===== config.mk =====
export PLATFORM = sky130hd
export DESIGN_NAME = full_logic_reader
export DESIGN_NICKNAME = d
export VERILOG_FILES = /design/src/rtl/full_logic_reader_pkg.sv /design/src/rtl/full_logic_reader_arb.sv /design/src/rtl/full_logic_reader.sv
export SDC_FILE = /design/constraint.sdc
export NUM_CORES = 1
export LEC_CHECK = 0
export BUFFER_PORTS_ARGS = -buffer_cell sky130_fd_sc_hd__buf_2
export CELL_PAD_IN_SITES_DETAIL_PLACEMENT = 1
export CELL_PAD_IN_SITES_GLOBAL_PLACEMENT = 1
export CORE_UTILIZATION = 38
export DETAILED_ROUTE_END_ITERATION = 10
export PLACE_DENSITY = 0.77
export SYNTH_ARGS = -nofsm -noshare
export SYNTH_HDL_FRONTEND = slang
export SYNTH_SLANG_ARGS = --single-unit
export TNS_END_PERCENT = 10

===== constraint.sdc =====
create_clock -name clk -period 1.9 [get_ports clk]
set_input_delay 0.095 -clock clk [delete_from_list [all_inputs] [get_ports clk]]
set_output_delay 0.095 -clock clk [all_outputs]
set_load 0.01 [all_outputs]

===== src/rtl/full_logic_reader_pkg.sv =====
// Shared types and constants for the full_logic egress reader.
package full_logic_reader_pkg;

    localparam int DATA_WIDTH_DEF = 6;
    localparam int CNT_WIDTH_DEF  = 8;

    typedef enum logic [1:0] {
        ST_IDLE  = 2'd0,
        ST_POP   = 2'd1,
        ST_CAPT  = 2'd2,
        ST_ERROR = 2'd3
    } state_e;

    localparam logic DEST_D0 = 1'b0;
    localparam logic DEST_D1 = 1'b1;

    // Output register can take a new word this cycle.
    function automatic logic out_reg_free(input logic valid, input logic ready);
        return (!valid) || ready;
    endfunction

endpackage


===== src/rtl/full_logic_reader_arb.sv =====
// Two-way round-robin selector: grants the FIFO not served last when both request.
module rr_arbiter_2
    import full_logic_reader_pkg::*;
(
    input  logic req_d0,
    input  logic req_d1,
    input  logic last,
    output logic grant,
    output logic sel
);

    // Grant/select decode from the requests and the last-served destination.
    always_comb begin
        grant = req_d0 | req_d1;
        sel   = DEST_D0;
        if (req_d0 && req_d1) begin
            sel = ~last;
        end else if (req_d1) begin
            sel = DEST_D1;
        end else begin
            sel = DEST_D0;
        end
    end

endmodule


===== src/rtl/full_logic_reader.sv =====
// Drains D0/D1 destination FIFOs into one tagged valid/ready stream with
// round-robin arbitration, per-destination counters and a sticky error flag.
module full_logic_reader
    import full_logic_reader_pkg::*;
#(
    parameter int DATA_WIDTH = DATA_WIDTH_DEF,
    parameter int CNT_WIDTH  = CNT_WIDTH_DEF
) (
    input  logic                  clk,
    input  logic                  reset,
    input  logic                  enable,
    input  logic                  empty_fifo_D0,
    input  logic                  empty_fifo_D1,
    input  logic [DATA_WIDTH-1:0] data_out_D0,
    input  logic [DATA_WIDTH-1:0] data_out_D1,
    input  logic                  error_D0,
    input  logic                  error_D1,
    output logic                  D0_pop,
    output logic                  D1_pop,
    input  logic                  ready_in,
    output logic [DATA_WIDTH-1:0] data_out,
    output logic                  valid_out,
    output logic                  dest_out,
    output logic [CNT_WIDTH-1:0]  count_D0,
    output logic [CNT_WIDTH-1:0]  count_D1,
    output logic                  error_out
);

    localparam logic [CNT_WIDTH-1:0]  CNT_ONE   = {{(CNT_WIDTH-1){1'b0}}, 1'b1};
    localparam logic [CNT_WIDTH-1:0]  CNT_ZERO  = {CNT_WIDTH{1'b0}};
    localparam logic [DATA_WIDTH-1:0] DATA_ZERO = {DATA_WIDTH{1'b0}};

    state_e                state_q, state_d;
    logic                  last_q, last_d;
    logic                  sel_q, sel_d;
    logic                  d0_pop_q, d0_pop_d;
    logic                  d1_pop_q, d1_pop_d;
    logic                  valid_q, valid_d;
    logic                  dest_q, dest_d;
    logic [DATA_WIDTH-1:0] data_q, data_d;
    logic [CNT_WIDTH-1:0]  cnt0_q, cnt0_d;
    logic [CNT_WIDTH-1:0]  cnt1_q, cnt1_d;
    logic                  error_q, error_d;

    logic                  grant_s;
    logic                  arb_sel_s;
    logic                  err_in_s;
    logic                  free_s;

    rr_arbiter_2 u_arb (
        .req_d0 (~empty_fifo_D0),
        .req_d1 (~empty_fifo_D1),
        .last   (last_q),
        .grant  (grant_s),
        .sel    (arb_sel_s)
    );

    assign err_in_s = error_D0 | error_D1;
    assign free_s   = out_reg_free(valid_q, ready_in);

    // Next-state and pop decision; pops are registered so they line up with POP.
    always_comb begin
        state_d  = state_q;
        last_d   = last_q;
        sel_d    = sel_q;
        d0_pop_d = 1'b0;
        d1_pop_d = 1'b0;
        case (state_q)
            ST_IDLE: begin
                if (err_in_s || error_q) begin
                    state_d = ST_ERROR;
                end else if (enable && grant_s && free_s) begin
                    state_d  = ST_POP;
                    sel_d    = arb_sel_s;
                    last_d   = arb_sel_s;
                    d0_pop_d = (arb_sel_s == DEST_D0);
                    d1_pop_d = (arb_sel_s == DEST_D1);
                end else begin
                    state_d = ST_IDLE;
                end
            end
            // The popped word is always captured, even if an error or a
            // disable arrives in this cycle.
            ST_POP: begin
                state_d = ST_CAPT;
            end
            ST_CAPT: begin
                if (err_in_s || error_q) begin
                    state_d = ST_ERROR;
                end else begin
                    state_d = ST_IDLE;
                end
            end
            ST_ERROR: begin
                state_d = ST_ERROR;
            end
            default: begin
                state_d = ST_IDLE;
            end
        endcase
    end

    // Output register, saturating counters and sticky error.
    always_comb begin
        valid_d = valid_q & ~ready_in;
        data_d  = data_q;
        dest_d  = dest_q;
        cnt0_d  = cnt0_q;
        cnt1_d  = cnt1_q;
        error_d = error_q | err_in_s;
        if (state_q == ST_CAPT) begin
            valid_d = 1'b1;
            dest_d  = sel_q;
            if (sel_q == DEST_D1) begin
                data_d = data_out_D1;
                if (&cnt1_q) begin
                    cnt1_d = cnt1_q;
                end else begin
                    cnt1_d = cnt1_q + CNT_ONE;
                end
            end else begin
                data_d = data_out_D0;
                if (&cnt0_q) begin
                    cnt0_d = cnt0_q;
                end else begin
                    cnt0_d = cnt0_q + CNT_ONE;
                end
            end
        end else begin
            dest_d = dest_q;
        end
    end

    // State and datapath registers; reset clears everything immediately.
    always_ff @(posedge clk or negedge reset) begin
        if (!reset) begin
            state_q  <= ST_IDLE;
            last_q   <= 1'b1;
            sel_q    <= DEST_D0;
            d0_pop_q <= 1'b0;
            d1_pop_q <= 1'b0;
            valid_q  <= 1'b0;
            dest_q   <= DEST_D0;
            data_q   <= DATA_ZERO;
            cnt0_q   <= CNT_ZERO;
            cnt1_q   <= CNT_ZERO;
            error_q  <= 1'b0;
        end else begin
            state_q  <= state_d;
            last_q   <= last_d;
            sel_q    <= sel_d;
            d0_pop_q <= d0_pop_d;
            d1_pop_q <= d1_pop_d;
            valid_q  <= valid_d;
            dest_q   <= dest_d;
            data_q   <= data_d;
            cnt0_q   <= cnt0_d;
            cnt1_q   <= cnt1_d;
            error_q  <= error_d;
        end
    end

    assign D0_pop    = d0_pop_q;
    assign D1_pop    = d1_pop_q;
    assign valid_out = valid_q;
    assign data_out  = data_q;
    assign dest_out  = dest_q;
    assign count_D0  = cnt0_q;
    assign count_D1  = cnt1_q;
    assign error_out = error_q;

endmodule

==> results.txt, run 1 <==
----------------------------------------------------
[Floorplan]
  Number of primary I/O pins ... 47
  Die footprint ... 4010 sq um
  Die width ... 63.3 um
  Effective utilization at floorplan ... 41.2%
  Vert. Die Dim ... 63.3 um
  Cell row count ... 21
  Area of the placeable core ... 3470 sq um

[Global route]
  Total congestion overflow ... 0
  Global-route usage over all layers ... 18.7%
  Wire length of the first global-routing pass ... 5730 um
  Pin count of the biggest net entering global routing ... 32
  Via count of the first global-routing pass ... 1204
  Initial antenna violation count ... 0

[Detailed routing]
  Met3 layer wire length in the routed design ... 257 um
  DR WL/cell ... 14.4 um
  Ratio of routed vias to standard cells ... 5.17
  DRC viols ... 0
  Router iterations before antenna repair ... 4
  Highest signal layer in the routed design ... met4
  DRT met1 WL ... 1410 um
  Via total after detailed routing ... 1183
  Drt first-iter violations ... 30
  Routed length on met2 ... 1560 um
  Antenna violation net count after detailed routing ... 0
  Total wire length ... 3290 um

[Yosys]
  Cell types with the largest area share after synthesis ... sky130_fd_sc_hd__dfrtp_1 (52%), sky130_fd_sc_hd__mux2_2 (6.3%), sky130_fd_sc_hd__mux2i_1 (4.9%)
  Count of cell types in the netlist ... 35
  Number of synthesized flops with an enable pin ... 0
  Adder-Cell Fraction of Synth Area ... 1.75%
  Number of flip-flops and latches in the synthesized netlist ... 31
  Top cells by count, synth ... sky130_fd_sc_hd__dfrtp_1 (30), sky130_fd_sc_hd__nand2_1 (15), sky130_fd_sc_hd__mux2_2 (8), sky130_fd_sc_hd__o21ai_0 (8), sky130_fd_sc_hd__mux2i_1 (7)
  Share of flip-flops with an asynchronous set or reset ... 100%
  Syn Area/Cell ... 11.2 sq um
  Largest area contributor in the netlist ... sky130_fd_sc_hd__dfrtp_1
  Synthesized-area fraction occupied by ao, oa, aoi and oai cells ... 8.84%
  Synth Area in XOR/XNOR ... 4.29%
  Post-synthesis cell count ... 128
  Fraction of the yosys area taken by sequential cells ... 54.3%
  Dominant cell by count in the synthesized netlist ... sky130_fd_sc_hd__dfrtp_1
  Area fraction of the dominant cell type after synthesis ... 52.5%
  Main combinational cell family by area after synthesis ... simple AND/OR/NAND/NOR gates
  Syn nets ... 150
  Share of synthesized cell area in and, or, nand and nor gates ... 17.9%
  Post-synth top flop ... sky130_fd_sc_hd__dfrtp_1
  Ys Warns ... 0
  Mux contribution to synthesized area ... 11.2%
  Cell area after technology mapping ... 1430 sq um

[STA]
  Worst slew margin ... 53.3%
  Setup skew after layout ... 0.00443 ns
  Unrepaired setup endpoints after global routing ... false
  Transition time at the pin with the least slew margin ... 0.700 ns
  Total negative setup slack ... 0 ns
  Endpoints failing hold ... 0
  Worst hold slack ... 0.0283 ns
  Tmin final ... 1.69 ns
  Slew Limit Fails ... 0
  Final setup vio count ... 0
  Maximum clock rate ... 591 MHz
  Share of the cycle needed by the critical path after routing ... 89.1%

[Placed design]
  Count of placed standard cells including taps ... 220
  Port Buffers ... 46
  Global placement routability congestion ... 0.753
  HPWL after detailed placement ... 2430 um

[Pwr]
  Net Sw Power ... 287 uW
  Total power per unit cell area ... 728 nW/um^2
  Clock group share of total power ... 41.9%
  Fraction of power spent switching nets ... 21.5%
  Leakage power of the design ... 0.929 nW
  Combinational share of power ... 6.4%
  Sequential cell fraction of total power ... 51.7%
  Worst voltage drop across the vdd grid ... 0.381 mV
  Internal portion of total power ... 1.05 mW

[Critical path]
  Critical Path Max Stage Delay ... 0.40 ns
  Top fanout value on the critical path ... 6
  Type of element capturing the critical path ... register
  Cell with the biggest individual delay on the critical path ... sky130_fd_sc_hd__dfrtp_1
  Arrival time worst endpoint ... 1.86 ns
  Startpoint-to-endpoint class of the critical path ... register to register
  Startpoint type of the worst setup path ... register
  Cell breakdown of the critical path ... ha_1, nand3_1, o21ai_0, mux2_2
  Cell depth of the worst flop-to-flop path ... 4
  Data required time of the worst path ... 2.06 ns

[Hold path]
  Worst hold path stage count ... 2
  Path category of the worst min-delay check ... input port to register

[Clocking]
  Clock Path Buffers ... 2
  Clock root cell ... sky130_fd_sc_hd__clkbuf_8
  Number of buffers created by CTS ... 5
  Clk sink count ... 31
  H-Tree Level Count ... 2
  Number of gates resized after CTS ... 0
  Clock insertion delay at the later pin of the skew report ... 0.28 ns
  TritonCTS clock tree ... yes
  Clock slew seen by the registers of the worst setup and hold paths ... 0.06 ns

[Flow run]
  Max-cap violation count ... 0

[Cells and area]
  Antenna diode count ... 0
  Count of filler cells inserted in the layout ... 409
  Footprint of the flip-flops and latches ... 777 sq um
  Layout overhead on the synthesized area ... 28.3%
  Layout cells sized above 1 ... 36.1%
  Post-Layout Cell Count ... 229
  Net count reported at finish ... 204
  Area of the multi-input gates ... 629 sq um

[Outcome]
  Run status ... complete, no violations

----------------------------------------------------
## logic make-up after synthesis
kind of cell             after synthesis
XOR/XNOR                               7
adder cells (fa/ha/maj)                2
AND/OR/NAND/NOR                       46
AO/OA/AOI/OAI                         21
buffers and inverters                  6
flip-flops                            31
multiplexers                          15
## flip-flops by register name (all words and copies together), names as in the netlist
register	cells
count_D0	8
count_D1	8
data_out	6
state_q	2
D0_pop	1
D1_pop	1
dest_out	1
error_out	1
last_q	1
sel_q	1
valid_out	1
## critical path, delay by kind of cell, from the launching register on
kind,cells,cell delay (ns)
flip-flops,1,0.40
AO/OA/AOI/OAI,1,0.38
multiplexers,1,0.38
adder cells (fa/ha/maj),1,0.21
AND/OR/NAND/NOR,1,0.20
## metal layers
layer	vias to the layer above	GRT usage, %
li1	568	-
met1	570	23.3
met2	39	29.4
met3	6	5.98
met4	0	8.52
met5	-	0
## worst paths after layout
check | from | end | slack [ns]
setup / recovery | count_D0[0]$_DFFE_PN0P_ | count_D0[1]$_DFFE_PN0P_ | 0.21
min in group asynchronous | reset | data_out[0]$_DFFE_PN0P_ | 0.39
max in group asynchronous | reset | data_out[2]$_DFFE_PN0P_ | 1.05
hold reg to reg | data_out[3]$_DFFE_PN0P_ | data_out[3]$_DFFE_PN0P_ | 0.48
setup reg to reg | count_D0[0]$_DFFE_PN0P_ | count_D0[1]$_DFFE_PN0P_ | 0.21
hold / removal | error_D0 | error_out$_DFF_PN0_ | 0.03
## power groups by stage
stage,clock (mW),sequential (mW),combinational [mW]
global placement,0,0.700,0.0835
floorplan,0,0.709,0.0226
global route,0.608,0.692,0.0973
CTS,0.577,0.690,0.0892
finish,0.559,0.690,0.0860
detailed placement,0,0.702,0.0871
## cell usage in the layout (no fill, tap or decap), drive strengths merged, types with 2 or more instances in the layout
master and n:
and3 2, and2 2, a21oi 3, nor2 2, xnor2 4, buf 48
o21ai 8, mux2 8, ha 2, a31oi 4, nand2b 3, dfrtp 30
nor2b 3, nor3 3, mux2i 7, nand4 2, and4b 2, clkbuf 8
a211oi 3, nand3 5, inv 4, xor2 3, nand2 15
## what timing repair did
| item | in CTS | in global routing |
|---|---|---|
| hold buffers | 1 | 0 |
| hold endpoints to repair | 30 | 0 |
| buffers inserted | 0 | 0 |
## per-stage QoR
| step | worst slack (ns) | total power [mW] | cell area (sq um) | util, % |
|---|---|---|---|---|
| 5_1_grt | 0.0833 | 1.40 | 1830 | 52.9 |
| 3_5_place_dp | 0.219 | 0.789 | 1720 | 49.7 |
| 6_report | 0.208 | 1.34 | 1830 | 52.9 |
| 4_1_cts | 0.190 | 1.36 | 1830 | 52.9 |
| 2_1_floorplan | 0.251 | 0.731 | 1430 | - |
| 3_3_place_gp | 0.280 | 0.783 | 1720 | 49.7 |
## area by class of cell
cell class,count,share of cell area (%)
clock buffers,8,5.46
inverters,4,0.819
multi-input cells,91,34.3
flip-flops and latches,31,42.4
well taps,46,3.14
repair buffers,49,13.9
Power figures use the tool's default switching activity.
==> run 2, diff against run 1 <==
CORE_UTILIZATION = 34   (was 38)
PLACE_DENSITY = 0.72   (was 0.77)
clock period = 1.5 ns   (was 1.9 ns; I/O delays follow)
==> results.txt, run 2 (synthesis results as in run 1) <==
----------------------------------------------------
[Outcome]
  Run status ... finished with violations (was complete, no violations)
  Failing checks ... negative setup slack

[STA]
  Share of the cycle needed by the critical path after routing ... 108% (was 89.1%)
  Final setup vio count ... 3 (was 0)
  Endpoints failing hold ... 0 (unchanged)
  Tmin final ... 1.62 ns (was 1.69 ns)
  Worst hold slack ... 0.0221 ns (was 0.0283 ns)
  Setup skew after layout ... 0.00907 ns (was 0.00443 ns)
  Final worst setup slack ... -0.116 ns (was 0.208 ns)
  Total negative setup slack ... -0.267 ns (was 0 ns)
  Worst slew margin ... 54.5% (was 53.3%)
  Transition time at the pin with the least slew margin ... 0.682 ns (was 0.700 ns)
  Slew Limit Fails ... 0 (unchanged)
  Unrepaired setup endpoints after global routing ... true (was false)
  Maximum clock rate ... 619 MHz (was 591 MHz)

[Pwr]
  Total power per unit cell area ... 809 nW/um^2 (was 728 nW/um^2)
  Leakage power of the design ... 0.989 nW (was 0.929 nW)
  Worst voltage drop across the vdd grid ... 0.453 mV (was 0.381 mV)

[Critical path]
  Family with the most delay on the worst path ... simple AND/OR/NAND/NOR gates (was flip-flops)
  Cell breakdown of the critical path ... or4_4, and4b_2, mux2_4 (was ha_1, nand3_1, o21ai_0, mux2_2)
  Startpoint-to-endpoint class of the critical path ... register to register (unchanged)
  Startpoint type of the worst setup path ... register (unchanged)
  Data required time of the worst path ... 1.66 ns (was 2.06 ns)
  Top fanout value on the critical path ... 3 (was 6)
  Cell depth of the worst flop-to-flop path ... 3 (was 4)
  Critical Path Max Stage Delay ... 0.49 ns (was 0.40 ns)
  Crit path buf inv count ... 0 (unchanged)
  Cell count along the critical path ... 3 (was 4)
  Type of element capturing the critical path ... register (unchanged)
  Arrival time worst endpoint ... 1.77 ns (was 1.86 ns)
  Cell with the biggest individual delay on the critical path ... sky130_fd_sc_hd__or4_4 (was sky130_fd_sc_hd__dfrtp_1)

[Placed design]
  Cell area after placement ... 1840 sq um (was 1720 sq um)
  Port Buffers ... 46 (unchanged)
  HPWL after detailed placement ... 2770 um (was 2430 um)
  Global placement routability congestion ... 0.763 (was 0.753)
  Count of placed standard cells including taps ... 239 (was 220)

[Clocking]
  Number of buffers created by CTS ... 5 (unchanged)
  Clock insertion delay at the later pin of the skew report ... 0.27 ns (was 0.28 ns)
  TritonCTS clock tree ... yes (unchanged)
  H-Tree Level Count ... 2 (unchanged)
  Clock slew seen by the registers of the worst setup and hold paths ... 0.06 ns (about the same)
  Clk sink count ... 31 (unchanged)
  Clock root cell ... sky130_fd_sc_hd__clkbuf_8 (unchanged)
  Clock Path Buffers ... 2 (unchanged)

[Detailed routing]
  Drt first-iter violations ... 13 (was 30)
  Via total after detailed routing ... 1251 (was 1183)
  DRC viols ... 0 (unchanged)
  Total wire length ... 3670 um (was 3290 um)
  DR WL/cell ... 14.8 um (was 14.4 um)
  Antenna violation net count after detailed routing ... 0 (unchanged)
  Ratio of routed vias to standard cells ... 5.04 (was 5.17)
  Router iterations before antenna repair ... 3 (was 4)

[Floorplan]
  Area of the placeable core ... 4030 sq um (was 3470 sq um)
  Die footprint ... 4470 sq um (was 4010 sq um)
  Vert. Die Dim ... 66.9 um (was 63.3 um)
  Die width ... 66.9 um (was 63.3 um)
  Number of primary I/O pins ... 47 (unchanged)
  Effective utilization at floorplan ... 35.5% (was 41.2%)
  Cell row count ... 23 (was 21)

[Cells and area]
  Non-Filler Cell Area, Final ... 1970 sq um (was 1830 sq um)
  Layout overhead on the synthesized area ... 38.0% (was 28.3%)
  Core Util, Final ... 49.0% (was 52.9%)
  Antenna diode count ... 0 (unchanged)
  Footprint of the flip-flops and latches ... 777 sq um (unchanged)
  Net count reported at finish ... 219 (was 204)
  Layout cells sized above 1 ... 43.9% (was 36.1%)
  Commonest cells after routing, fill and taps aside ... sky130_fd_sc_hd__buf_2 (46), sky130_fd_sc_hd__dfrtp_1 (30), sky130_fd_sc_hd__buf_4 (17), sky130_fd_sc_hd__nand2_1 (15) (was sky130_fd_sc_hd__buf_2 (46), sky130_fd_sc_hd__dfrtp_1 (30), sky130_fd_sc_hd__nand2_1 (15), sky130_fd_sc_hd__o21ai_0 (8), sky130_fd_sc_hd__mux2_2 (8))
  Count of filler cells inserted in the layout ... 473 (was 409)
  Most common cell after layout, fill and taps aside ... sky130_fd_sc_hd__buf_2 (unchanged)
  Post-Layout Cell Count ... 248 (was 229)
  Area of the multi-input gates ... 671 sq um (was 629 sq um)

[Hold path]
  Worst hold path stage count ... 2 (unchanged)
  Path category of the worst min-delay check ... input port to register (unchanged)

[Global route]
  Global-route usage over all layers ... 18.4% (was 18.7%)
  Pin count of the biggest net entering global routing ... 32 (unchanged)
  Total congestion overflow ... 0 (unchanged)
  Via count of the first global-routing pass ... 1311 (was 1204)
  Initial antenna violation count ... 0 (unchanged)
  Wire length of the first global-routing pass ... 6050 um (was 5730 um)

[Flow run]
  Max-cap violation count ... 0 (unchanged)

----------------------------------------------------
-- run 2: final timing paths --
check / endpoint / slack [ns] / from
max reg2reg: sel_q$_DFFE_PN0P_ / -0.12 / error_out$_DFF_PN0_
max: sel_q$_DFFE_PN0P_ / -0.12 / error_out$_DFF_PN0_
min: error_out$_DFF_PN0_ / 0.02 / error_D1
min in group asynchronous: count_D1[1]$_DFFE_PN0P_ / 0.38 / reset
min reg2reg: data_out[2]$_DFFE_PN0P_ / 0.48 / data_out[2]$_DFFE_PN0P_
max in group asynchronous: D0_pop$_DFF_PN0_ / 0.68 / reset
-- run 2: power breakdown --
group / internal (mW) / switching (mW)
logic: 0.0561 / 0.0646
registers: 0.859 / 0.0134
clock network: 0.329 / 0.274
-- run 2: area by class of cell --
cell class,instances,area share [%]
repair buffers,64,18.6
inverters,4,0.761
multi-input cells,91,34.0
clock buffers,8,4.06
flip-flops and latches,31,39.4
well taps,50,3.17
-- run 2: per-stage QoR --
| step | worst slack (ns) | power (mW) |
|---|---|---|
| after floorplan | -0.149 | 0.926 |
| after global placement | -0.110 | 1.00 |
| after detailed placement | -0.136 | 1.01 |
| after CTS | -0.123 | 1.62 |
| after global routing | -0.156 | 1.67 |
| final | -0.116 | 1.60 |
-- run 2: per-layer routing --
layer	track usage, %	vias to the layer above	part of all wire [%]
met3	6.51	2	3.9
met5	0	-	0
li1	-	595	-
met2	32.4	28	52
met1	21.6	626	44
met4	3.19	0	0.22
-- run 2: worst reg2reg max path: stages, from the launching register on --
cell and delay (ns):
sky130_fd_sc_hd__dfrtp_1 0.37, sky130_fd_sc_hd__or4_4 0.49, sky130_fd_sc_hd__and4b_2 0.34, sky130_fd_sc_hd__mux2_4 0.30
-- run 2: timing repair --
action                                 in CTS  in global routing
pin swaps                                   0                  2
gates cloned                                0                  0
endpoints found under the hold margin      30                  0
setup endpoints to repair                  10                 13
hold buffers                                1                  0
resized for setup                           6                  4
buffers inserted                            0                  0
